$ cat src/rtl/digit_serial_adder.sv
// Digit-serial two's-complement adder/subtractor: DIGIT bits per clock, 1-bit
// carry register between digits, valid/ready handshakes on operands and result.
module digit_serial_adder #(
  parameter int WIDTH = 8,
  parameter int DIGIT = 2
) (
  input  logic             clk,
  input  logic             rst,
  input  logic             in_valid,
  output logic             in_ready,
  input  logic [WIDTH-1:0] a,
  input  logic [WIDTH-1:0] b,
  input  logic             sub,
  input  logic             cin,
  output logic             out_valid,
  input  logic             out_ready,
  output logic [WIDTH-1:0] sum,
  output logic             cout,
  output logic             ovf
);

  localparam int N  = WIDTH / DIGIT;
  localparam int KW = (N > 1) ? $clog2(N) : 1;
  localparam logic [KW-1:0] K_LAST = KW'(N - 1);
  localparam logic [KW-1:0] K_ONE  = KW'(1);

  generate
    if ((WIDTH < 1) || (DIGIT < 1) || (DIGIT > WIDTH) || ((WIDTH % DIGIT) != 0)) begin : g_bad_params
      $error("digit_serial_adder: illegal WIDTH/DIGIT combination");
    end
  endgenerate

  typedef enum logic [1:0] {
    IDLE = 2'd0,
    RUN  = 2'd1,
    DONE = 2'd2
  } state_t;

  state_t           state_r;
  state_t           state_s;
  logic [WIDTH-1:0] a_r;
  logic [WIDTH-1:0] b_r;
  logic             c_r;
  logic [KW-1:0]    k_r;
  logic [WIDTH-1:0] sum_r;
  logic             cout_r;
  logic             ovf_r;
  logic             in_ready_r;
  logic             out_valid_r;

  int               base_s;
  logic [DIGIT-1:0] a_dig_s;
  logic [DIGIT-1:0] b_dig_s;
  logic [DIGIT:0]   dig_s;
  logic             last_s;

  // Next-state logic for the IDLE -> RUN -> DONE sequencer.
  always_comb begin
    state_s = state_r;
    case (state_r)
      IDLE: begin
        if (in_valid) state_s = RUN;
        else          state_s = IDLE;
      end
      RUN: begin
        if (last_s) state_s = DONE;
        else        state_s = RUN;
      end
      DONE: begin
        if (out_ready) state_s = IDLE;
        else           state_s = DONE;
      end
      default: state_s = IDLE;
    endcase
  end

  // State register.
  always_ff @(posedge clk) begin
    if (rst) state_r <= IDLE;
    else     state_r <= state_s;
  end

  // Digit slice selection and the DIGIT-bit adder with carry in/out.
  always_comb begin
    base_s  = 32'(k_r) * DIGIT;
    a_dig_s = a_r[base_s +: DIGIT];
    b_dig_s = b_r[base_s +: DIGIT];
    dig_s   = {1'b0, a_dig_s} + {1'b0, b_dig_s} + {{DIGIT{1'b0}}, c_r};
    last_s  = (k_r == K_LAST);
  end

  // Operand capture, per-digit accumulation and registered result/handshake outputs.
  always_ff @(posedge clk) begin
    if (rst) begin
      a_r         <= '0;
      b_r         <= '0;
      c_r         <= 1'b0;
      k_r         <= '0;
      sum_r       <= '0;
      cout_r      <= 1'b0;
      ovf_r       <= 1'b0;
      in_ready_r  <= 1'b1;
      out_valid_r <= 1'b0;
    end else begin
      case (state_r)
        IDLE: begin
          if (in_valid) begin
            // Subtraction is a + ~b + 1; the +1 rides in on the carry register.
            a_r    <= a;
            b_r    <= b ^ {WIDTH{sub}};
            c_r    <= cin ^ sub;
            k_r    <= '0;
            sum_r  <= '0;
            cout_r <= 1'b0;
            ovf_r  <= 1'b0;
          end
        end
        RUN: begin
          sum_r[base_s +: DIGIT] <= dig_s[DIGIT-1:0];
          c_r                    <= dig_s[DIGIT];
          if (last_s) begin
            cout_r <= dig_s[DIGIT];
            ovf_r  <= (a_r[WIDTH-1] == b_r[WIDTH-1]) && (dig_s[DIGIT-1] != a_r[WIDTH-1]);
          end else begin
            k_r <= k_r + K_ONE;
          end
        end
        DONE: begin
          cout_r <= cout_r;
        end
        default: begin
          k_r <= '0;
        end
      endcase
      in_ready_r  <= (state_s == IDLE);
      out_valid_r <= (state_s == DONE);
    end
  end

  assign in_ready  = in_ready_r;
  assign out_valid = out_valid_r;
  assign sum       = sum_r;
  assign cout      = cout_r;
  assign ovf       = ovf_r;

endmodule

$ cat config.mk
export PLATFORM = sky130hd
export DESIGN_NAME = digit_serial_adder
export DESIGN_NICKNAME = d
export VERILOG_FILES = /design/src/rtl/digit_serial_adder.sv
export SDC_FILE = /design/constraint.sdc
export NUM_CORES = 1
export LEC_CHECK = 0
export ABC_AREA = 1
export CAP_MARGIN = 20
export CORE_UTILIZATION = 51
export CTS_BUF_LIST = sky130_fd_sc_hd__clkbuf_8 sky130_fd_sc_hd__clkbuf_16
export DETAILED_ROUTE_END_ITERATION = 8
export PLACE_DENSITY = 0.91
export SYNTH_ARGS = -nofsm -noshare
export SYNTH_HDL_FRONTEND = slang
export SYNTH_SLANG_ARGS = --single-unit
$ cat constraint.sdc
create_clock -name clk -period 2.4 [get_ports clk]
set_input_delay 0.24 -clock clk [delete_from_list [all_inputs] [get_ports clk]]
set_output_delay 0.24 -clock clk [all_outputs]
set_load 0.02 [all_outputs]
; After elaboration in Yosys (flattened, before gate mapping)
; Cells that the tools add are included.
[word_totals]
regBits = 33
mem_bits_rw = 0
in_bits = 22
romBits = 0
mem_count = 0
elab_cells = 55
latch_bits = 0
[op_classes]
n_shift = 4
n_reduce_logical = 8
multipliers = 0
n_addsub = 4
eq_ne = 9
muxes = 17
n_bitwise = 3
div = 0
n_lt_le_gt_ge = 0
[ops]
columns = operator, n
row1 = negator 3 -> 33 bit, 1
row2 = variable shift 2 x 33 -> 8 bit (first input constant), 1
row3 = indexed part select 2 x 33 -> 8 bit, 1
row4 = one-hot mux 8 bit (2 select lines), 1
row5 = indexed part select 8 x 4 -> 2 bit, 2
row6 = one-hot mux 2 bit (3 select lines), 2
row7 = bitwise mux 8 bit, 1
row8 = 2-to-1 mux 2 bit, 4
row9 = 2-to-1 mux 8 bit, 1
row10 = bitwise XOR 8 bit, 1
row11 = equality test 2 bit (second input constant), 3
row12 = inequality test 2 bit (second input constant), 3
row13 = one-hot mux 1 bit (2 select lines), 3
row14 = AND reduction 3 bit, 2
row15 = 2-to-1 mux 1 bit, 5
row16 = zero test 2 bit, 2
row17 = AND reduction 2 bit, 2
row18 = adder 2 x 2 -> 3 bit, 1
row19 = adder 3 x 1 -> 3 bit, 1
row20 = adder 2 x 1 -> 2 bit (second input constant), 1
row21 = equality test 2 x 1 -> 1 bit (second input constant), 1
row22 = nonzero test 2 bit, 1
row23 = equality test 1 bit, 1
row24 = logical AND 1 bit, 1
row25 = other kinds (3), 3

; Logic depth before layout (Yosys ltp)
; Gate-level depths: netlist (run 1).
[logic_depth]
depth_word = 7
mapped_depth = 11
depth_no_buf = 10

; Worst setup path after synthesis (run 1)
; OpenSTA, ideal clock, no wires.
[synth_path]
kind = reg2reg
from = reg k_r[0]
to = reg sum_r[7], in the netlist sum[7]
setup_slack_ns = 0.193
arrival_time_ns = 2.137
setup_time_ns = 0.071
path_stages_with_launch = 11
path_cell_list = dfxtp_1 -> inv_1 -> buf_2 -> o21ai_0 -> o22ai_1 -> fa_1 -> fa_1 -> nand2_1 -> nor2_1 -> nand3_1 -> a21oi_1
[synth_via]
elab_chain_cells = 6
word_cells_on_any_way = 9
[synth_rtl]
columns = item, line_no
row1 = from (decl), 44  ; logic [KW-1:0] k_r;
row2 = from (signal assigned), 125  ; k_r <= k_r + K_ONE;
row3 = "indexed part select 8 x 4 -> 2 bit, on equally long branches", "86, 87"
row4 = adder 2 x 2 -> 3 bit, 88  ; dig_s = {1'b0, a_dig_s} + {1'b0, b_dig_s} + {{DIGIT{1'b0}}, c_r};
row5 = adder 3 x 1 -> 3 bit, 88
row6 = indexed part select 2 x 33 -> 8 bit, 119  ; sum_r[base_s +: DIGIT] <= dig_s[DIGIT-1:0];
row7 = bitwise mux 8 bit *, 119
row8 = one-hot mux 8 bit (2 select lines) *, 105  ; case (state_r)
row9 = "to (signal, indexed assignment)", 119
row10 = to (decl), 45  ; logic [WIDTH-1:0] sum_r;
; Mark *: on every way between the ends. The rest lies on a longest branch, timed or not.
; A chain may end at the register's enable or synchronous reset.

; Final worst setup path (run 1)
; Ends and elaborated chain as after synthesis.

==> key figures, run 1 <==
STA
  • Endpoints failing setup: 0
  • Worst slew pin tran: 0.482 ns
  • Slew Limit Fails: 0
  • Min Hold Slack: approximately 0.47 ns
  • Fin crit share: 0.928
  • Post-route setup TNS: 0 ns
  • Final Critical Period: 2.23 ns
  • Clock skew: 0.00311 ns
  • Final setup margin: between 0.15 and 0.2 ns
  • Max Clk Rate: ~450 MHz
  • Rel. slew slack: 0.677
  • Hold Fails Final Rpt: 0

Synth
  • Most common cell in the netlist: nand2_1
  • Synth Flop Type: dfxtp_1
  • Ranking of synthesized cells by area: dfxtp_1 39%, nand2_1 10%, nor2_1 7.6%, a21oi_1 6.3%, inv_1 4.9%
  • Largest area contributor in the netlist: dfxtp_1
  • Synth Area per Inst: 7.30 µm²
  • Synth top area share: 0.394
  • EDFF count, synth: 0
  • Synth async-reset ratio: 0
  • Syn Nets: 259
  • Mapped Area: roughly 1700 µm²
  • Syn. warnings: 0
  • Syn Inst Count: 230
  • Post-synth cell types: 25
  • Synth cell count leaders: 45 x nand2_1, 34 x nor2_1, 33 x dfxtp_1
  • Number of synthesized register bits: 33
  • Seq/Total Area, Yosys: 0.394

Min path
  • Hold path endpoint: b_r[1]$_SDFFE_PP0P_
  • Startpoint of the worst hold path: b_r[1]$_SDFFE_PP0P_
  • Hold depth: 2
  • Hold WC Path Type: register to register

Floorplanning
  • Core Rows: 20
  • Core area: approximately 3100 µm²
  • Die Span Y: 59.4 µm
  • Starting Density: 0.545
  • Die area: about 3500 µm²
  • Ports: 34
  • Die width: slightly below 60 µm

Global routing
  • Initial antenna violation count: 0
  • First-pass GRT wire length: approximately 5900 µm
  • Number of global-route vias before repair: between 1000 and 1500
  • Largest net degree at the start of global routing: 30
  • Remaining global-route overflow: 0
  • Total track usage: 0.231

Detailed routing
  • Drt first pass iters: 4
  • WL/cell: 11.6 µm
  • Drt initial violations: 100
  • DRC Markers: 0
  • WL final: between 3000 and 4000 µm
  • Routed Antenna Nets: 0
  • Routed via count: between 1500 and 2000
  • Via/cell ratio: 5.01

Worst setup path
  • Crit-path max cell delay: 0.57 ns
  • Largest fanout on the critical path: 9
  • Cell family with most CP delay: adder cells
  • Reg-to-Reg End: sum[7]$_SDFFE_PP0P_
  • CP max stage cell: fa_2
  • CP Class: register to register
  • Top cell by count, worst path: fa_2
  • Critical Path Start Type: register
  • Reg-to-reg slack, setup: roughly 0.17 ns
  • Worst r2r src: k_r[0]$_SDFFE_PP0P_
  • CP required: around 2.6 ns
  • R2r worst-path depth: 9
  • CP endpoint kind: register
  • CP cell instances: clkinvlp_4 > nor2_1 > o22ai_1 > fa_2 > fa_2 > nand2_1 > nor2_2 > nand3_1 > a21oi_1
  • WP buf/inv: 1
  • Worst Path Arrival: between 2 and 2.5 ns

Status
  • Outcome: finished, final reports clean

Clock network
  • CTS tree: yes
  • Clock slew at reported path FFs: about 0.060 ns
  • Max clock buf depth: 2
  • Worst skew pair latency: about 0.29 ns
  • CTS Root Cell: clkbuf_8
  • Clock buffer count from CTS: 5
  • Clock Sinks: 33
  • Hold-fix buffers at CTS: 0
  • H-tree depth: 2

Flow run
  • Max-cap violation count: 0

Placed design
  • Pre-CTS setup slack: -0.0485 ns
  • GPL Wtd Cong: approximately 0.92
  • Port Buffers: 33
  • DP Wirelength: 2510 µm

Power and ir drop
  • VDD IR max: 0.413 mV
  • Power Total: approximately 1300 µW
  • Leakage: 0.000912 µW
  • PwrDens: slightly above 600 nW/µm²

Cells and area
  • Finished Core Util: 0.691
  • Fillcell total: between 200 and 300
  • Share of cells above drive strength 1: 0.0947
  • Nets@finish: a little under 300
  • P&R area growth vs syn: 26.8%
  • ANT cells: 0
## worst reg2reg max path, stage by stage (launching register included)
cell and delay [ns]:
dfxtp_4 0.40, clkinvlp_4 0.14, nor2_1 0.13, o22ai_1 0.12, fa_2 0.38, fa_2 0.57, nand2_1 0.10, nor2_2 0.12
nand3_1 0.09, a21oi_1 0.12
## repair_timing
item,CTS,global route
endpoints found under the hold margin,0,0
gates resized for setup,1,11
endpoints found under the setup margin,2,5
buffers inserted,0,2
## worst max-delay path by stage
stage	from	endpoint	slack (ns)	cells past startpoint
floorplan	k_r[0]$_SDFFE_PP0P_	sum[7]$_SDFFE_PP0P_	0.19	10
global placement	k_r[0]$_SDFFE_PP0P_	sum[7]$_SDFFE_PP0P_	0.14	9
detailed placement	k_r[0]$_SDFFE_PP0P_	sum[7]$_SDFFE_PP0P_	-0.05	9
CTS	k_r[1]$_SDFFE_PP0P_	sum[7]$_SDFFE_PP0P_	0.06	9
global route	k_r[0]$_SDFFE_PP0P_	sum[7]$_SDFFE_PP0P_	-0.02	9
finish	k_r[0]$_SDFFE_PP0P_	sum[7]$_SDFFE_PP0P_	0.17	9
## layer usage
layer	track usage	part of all wire
met1	0.288	0.43
met2	0.358	0.48
met3	0.0786	0.066
met4	0.109	0.024
met5	0	0
## layout make-up
| type | count | area [µm²] | share of cell area |
|---|---|---|---|
| timing repair buffer | 38 | 368 | 0.173 |
| clock inverter | 1 | 3.75 | 0.00176 |
| sequential | 33 | 668 | 0.314 |
| multi-input combinational | 162 | 853 | 0.401 |
| tap | 44 | 55.1 | 0.0259 |
| clock buffer | 6 | 82.6 | 0.0388 |
| inverter | 24 | 97.6 | 0.0459 |
## state kept, by name, summed over array words and instances, names as in the netlist
register	flops
k_r	2
c_r	1
a_r	8
in_ready	1
out_valid	1
cout	1
sum	8
state_r	2
b_r	8
ovf	1
## power by group
group / leakage, µW / switching (µW) / internal [µW]
Sequential: 0.000272 / 29.6 / 583
Clock: 0.0000485 / 186 / 223
Combinational: 0.000591 / 171 / 135
## through the flow
stage                     instances  cell area [µm²]
after floorplan                 230             1680
after global placement          299             2000
after detailed placement        299             2000
after CTS                       306             2090
after global routing            308             2130
final                           308             2130
## cell usage in the layout (no fill, tap or decap), drive strengths merged
master	Yosys	layout
ha	5	5
inv	24	23
xor2	8	8
fa	2	2
nand3	17	17
clkbuf	3	6
buf	8	5
o21bai	1	1
nor2	35	35
and2	1	1
nand2	46	46
a21oi	21	21
nand3b	1	1
o22ai	4	4
clkinvlp	0	2
dfxtp	33	33
clkdlybuf4s50	0	33
o21ai	21	21
## logic make-up after synthesis
kind of cell / count (synthesis) / synth area share
flip-flops: 33 / 0.394
XOR/XNOR: 8 / 0.0418
AO/OA/AOI/OAI: 47 / 0.147
adder cells (fa/ha/maj): 7 / 0.0611
buffers and inverters: 35 / 0.104
AND/OR/NAND/NOR: 100 / 0.252
Power figures use the tool's default switching activity.
==> run 2: changes to the inputs <==
--- a/config.mk
+++ b/config.mk
@@ -7,6 +7,7 @@
 export LEC_CHECK = 0
 export ABC_AREA = 1
 export CAP_MARGIN = 20
+export CORE_MARGIN = 4
 export CORE_UTILIZATION = 51
 export CTS_BUF_LIST = sky130_fd_sc_hd__clkbuf_8 sky130_fd_sc_hd__clkbuf_16
 export DETAILED_ROUTE_END_ITERATION = 8
==> key figures, run 2 (same netlist as run 1, synthesis figures left out) <==
Status
  • Outcome: finished, final reports clean

Worst setup path
  • CP required: 2.61 ns (about the same)
  • Worst r2r src: k_r[1]$_SDFFE_PP0P_
  • CP Class: register to register
  • Critical Path Start Type: register
  • CP endpoint kind: register
  • Worst Path Arrival: 2.46 ns (about the same)
  • Reg-to-reg slack, setup: 0.16 ns (-0.02 ns)
  • Reg-to-Reg End: sum[7]$_SDFFE_PP0P_
  • Largest fanout on the critical path: 7 (-2)
  • R2r worst-path depth: 9 (unchanged)

Power and ir drop
  • Seq pwr share: 0.462 (about the same)
  • Leakage: 0.000910 µW (-0.21%)
  • Clock Power Share: 0.308 (about the same)
  • PwrDens: 628 nW/µm² (+0.73%)
  • Net Sw Frac: 0.290 (-0.000860)
  • Int Pwr: 938 µW (-0.33%)
  • Sw power: 383 µW (-0.75%)
  • Comb power frac: 0.230 (about the same)
  • VDD IR max: 0.405 mV (-1.8%)

STA
  • RSZ-0062 raised after global routing: no
  • Final Critical Period: 2.24 ns (+0.0164 ns)
  • Slew Limit Fails: 0 (unchanged)
  • Max Clk Rate: 446 MHz (-0.73%)
  • Post-route setup TNS: 0 ns (unchanged)
  • Clock skew: 0.00496 ns (+0.00185 ns)
  • Min Hold Slack: 0.470 ns (+0.00455 ns)
  • Rel. slew slack: 0.680 (+0.00224)
  • Worst slew pin tran: 0.479 ns (-0.00335 ns)
  • Fin crit share: 0.935 (+0.00683)
  • Endpoints failing setup: 0 (unchanged)
  • Hold Fails Final Rpt: 0 (unchanged)

Detailed routing
  • WL/cell: 12.1 µm (+3.9%)
  • WL final: 3700 µm (+3.6%)
  • Routed Antenna Nets: 0 (unchanged)
  • Routed via count: 1543 (+0.065%)
  • Drt first pass iters: 4 (unchanged)
  • Via/cell ratio: 5.03 (+0.39%)
  • Drt initial violations: 72 (-28%)
  • DRC Markers: 0 (unchanged)

Floorplanning
  • Die width: 65.4 µm (+10%)
  • Die Span Y: 65.4 µm (+10%)
  • Die area: 4270 µm² (+21%)
  • Starting Density: 0.541 (-0.00440)
  • Ports: 34 (unchanged)
  • Core Rows: 20 (unchanged)
  • Core area: 3100 µm² (+0.81%)

Global routing
  • Remaining global-route overflow: 0 (unchanged)
  • Total track usage: 0.199 (-0.0322)
  • Number of global-route vias before repair: 1583 (+20%)
  • First-pass GRT wire length: 6620 µm (+13%)
  • Initial antenna violation count: 0 (unchanged)
  • Largest net degree at the start of global routing: 30 (unchanged)

Clock network
  • Worst skew pair latency: 0.28 ns (about the same)
  • Hold-fix buffers at CTS: 0 (unchanged)
  • Clock buffer count from CTS: 5 (unchanged)
  • Clock slew at reported path FFs: 0.06 ns (about the same)
  • CTS tree: yes
  • H-tree depth: 2 (unchanged)
  • Clock Sinks: 33 (unchanged)
  • CTS Root Cell: clkbuf_8
  • Max clock buf depth: 2 (unchanged)

Cells and area
  • Finished Core Util: 0.678 (-0.0136)
  • Share of cells above drive strength 1: 0.0760 (-0.0187)
  • Design area: 2100 µm² (-1.2%)
  • ANT cells: 0 (unchanged)
  • Nets@finish: 292 (-0.34%)
  • Commonest non-fill, non-tap cells in the layout: 45 x nand2_1, 33 x nor2_1, 33 x clkdlybuf4s50_1
  • Most common cell after layout, fill and taps aside: nand2_1
  • Fillcell total: 291 (+11%)
  • Layout Cells excl Fill: 307 (-0.32%)
  • P&R area growth vs syn: 25.4%

Min path
  • Hold WC Path Type: register to register
  • Hold path endpoint: b_r[0]$_SDFFE_PP0P_
  • Startpoint of the worst hold path: b_r[0]$_SDFFE_PP0P_
  • Hold depth: 2 (unchanged)

Placed design
  • DP Wirelength: 2810 µm (+12%)
  • Port Buffers: 33 (unchanged)
  • Dpl cells: 300 (+0.33%)
  • GPL Wtd Cong: 0.830 (-9.9%)
  • Placed cell area: 2010 µm² (+0.38%)

Flow run
  • Max-cap violation count: 0 (unchanged)
run 2: changes by cell type in the layout (fill, tap and decap cells not counted), sizes merged:
cell,previous run,this run
clkinvlp,2,0
buf,5,4
inv,23,25
run 2: routing by layer:
metal | routed length [µm] | GRT usage
met1 | 1520 | 0.223
met2 | 1890 | 0.358
met3 | 215 | 0.0410
met4 | 77 | 0.0933
met5 | 0 | 0
run 2: critical path: stages, from the launching register on:
cell and delay (ns):
dfxtp_1 0.42, inv_1 0.10, o21ai_0 0.09, o22ai_1 0.12, fa_1 0.42, fa_2 0.58
nand2_1 0.10, nor2_2 0.11, nand3_1 0.10, a21oi_1 0.14
run 2: power groups by stage:
| stage | clock network (µW) | logic [µW] | registers (µW) |
|---|---|---|---|
| after floorplan | 0 | 209 | 619 |
| after global placement | 0 | 286 | 620 |
| after detailed placement | 0 | 299 | 621 |
| after CTS | 407 | 302 | 610 |
| after global routing | 443 | 348 | 615 |
| final | 407 | 304 | 610 |
run 2: layout make-up:
| type | count | area, µm² | area share |
|---|---|---|---|
| repair buffers | 37 | 360 | 0.171 |
| inverters | 24 | 90.1 | 0.0428 |
| well taps | 44 | 55.1 | 0.0262 |
| clock inverters | 1 | 3.75 | 0.00178 |
| flip-flops and latches | 33 | 664 | 0.316 |
| multi-input cells | 162 | 847 | 0.403 |
| clock buffers | 6 | 82.6 | 0.0393 |
run 2: worst max path at each step:
stage / slack (ns) / end / from
after detailed placement: -0.04 / sum[7]$_SDFFE_PP0P_ / k_r[0]$_SDFFE_PP0P_
final: 0.16 / sum[7]$_SDFFE_PP0P_ / k_r[1]$_SDFFE_PP0P_
after global placement: 0.12 / sum[7]$_SDFFE_PP0P_ / k_r[0]$_SDFFE_PP0P_
after CTS: 0.05 / sum[7]$_SDFFE_PP0P_ / k_r[0]$_SDFFE_PP0P_
after floorplan: 0.19 / sum[7]$_SDFFE_PP0P_ / k_r[0]$_SDFFE_PP0P_
after global routing: 0.006 / sum[7]$_SDFFE_PP0P_ / k_r[1]$_SDFFE_PP0P_
run 2: stage by stage:
step           worst slack [ns]  total power [µW]
2_1_floorplan             0.193               828
3_3_place_gp              0.118               907
3_5_place_dp            -0.0393               920
4_1_cts                  0.0471              1320
5_1_grt                 0.00571              1410
6_report                  0.156              1320
run 2: timing repair:
item / 4_1_cts / 5_1_grt
buffers inserted: 0 / 0
gates resized for setup: 2 / 4
pin swaps: 0 / 0
setup endpoints to repair: 2 / 2
==> run 3: changes to the inputs <==
--- a/config.mk
+++ b/config.mk
@@ -7,11 +7,11 @@
 export LEC_CHECK = 0
 export ABC_AREA = 1
 export CAP_MARGIN = 20
-export CORE_MARGIN = 4
 export CORE_UTILIZATION = 51
 export CTS_BUF_LIST = sky130_fd_sc_hd__clkbuf_8 sky130_fd_sc_hd__clkbuf_16
 export DETAILED_ROUTE_END_ITERATION = 8
 export PLACE_DENSITY = 0.91
+export SLEW_MARGIN = 20
 export SYNTH_ARGS = -nofsm -noshare
 export SYNTH_HDL_FRONTEND = slang
 export SYNTH_SLANG_ARGS = --single-unit
==> results of run 3 <==
The final DEF is identical to that of run 1; final timing and power are the same.
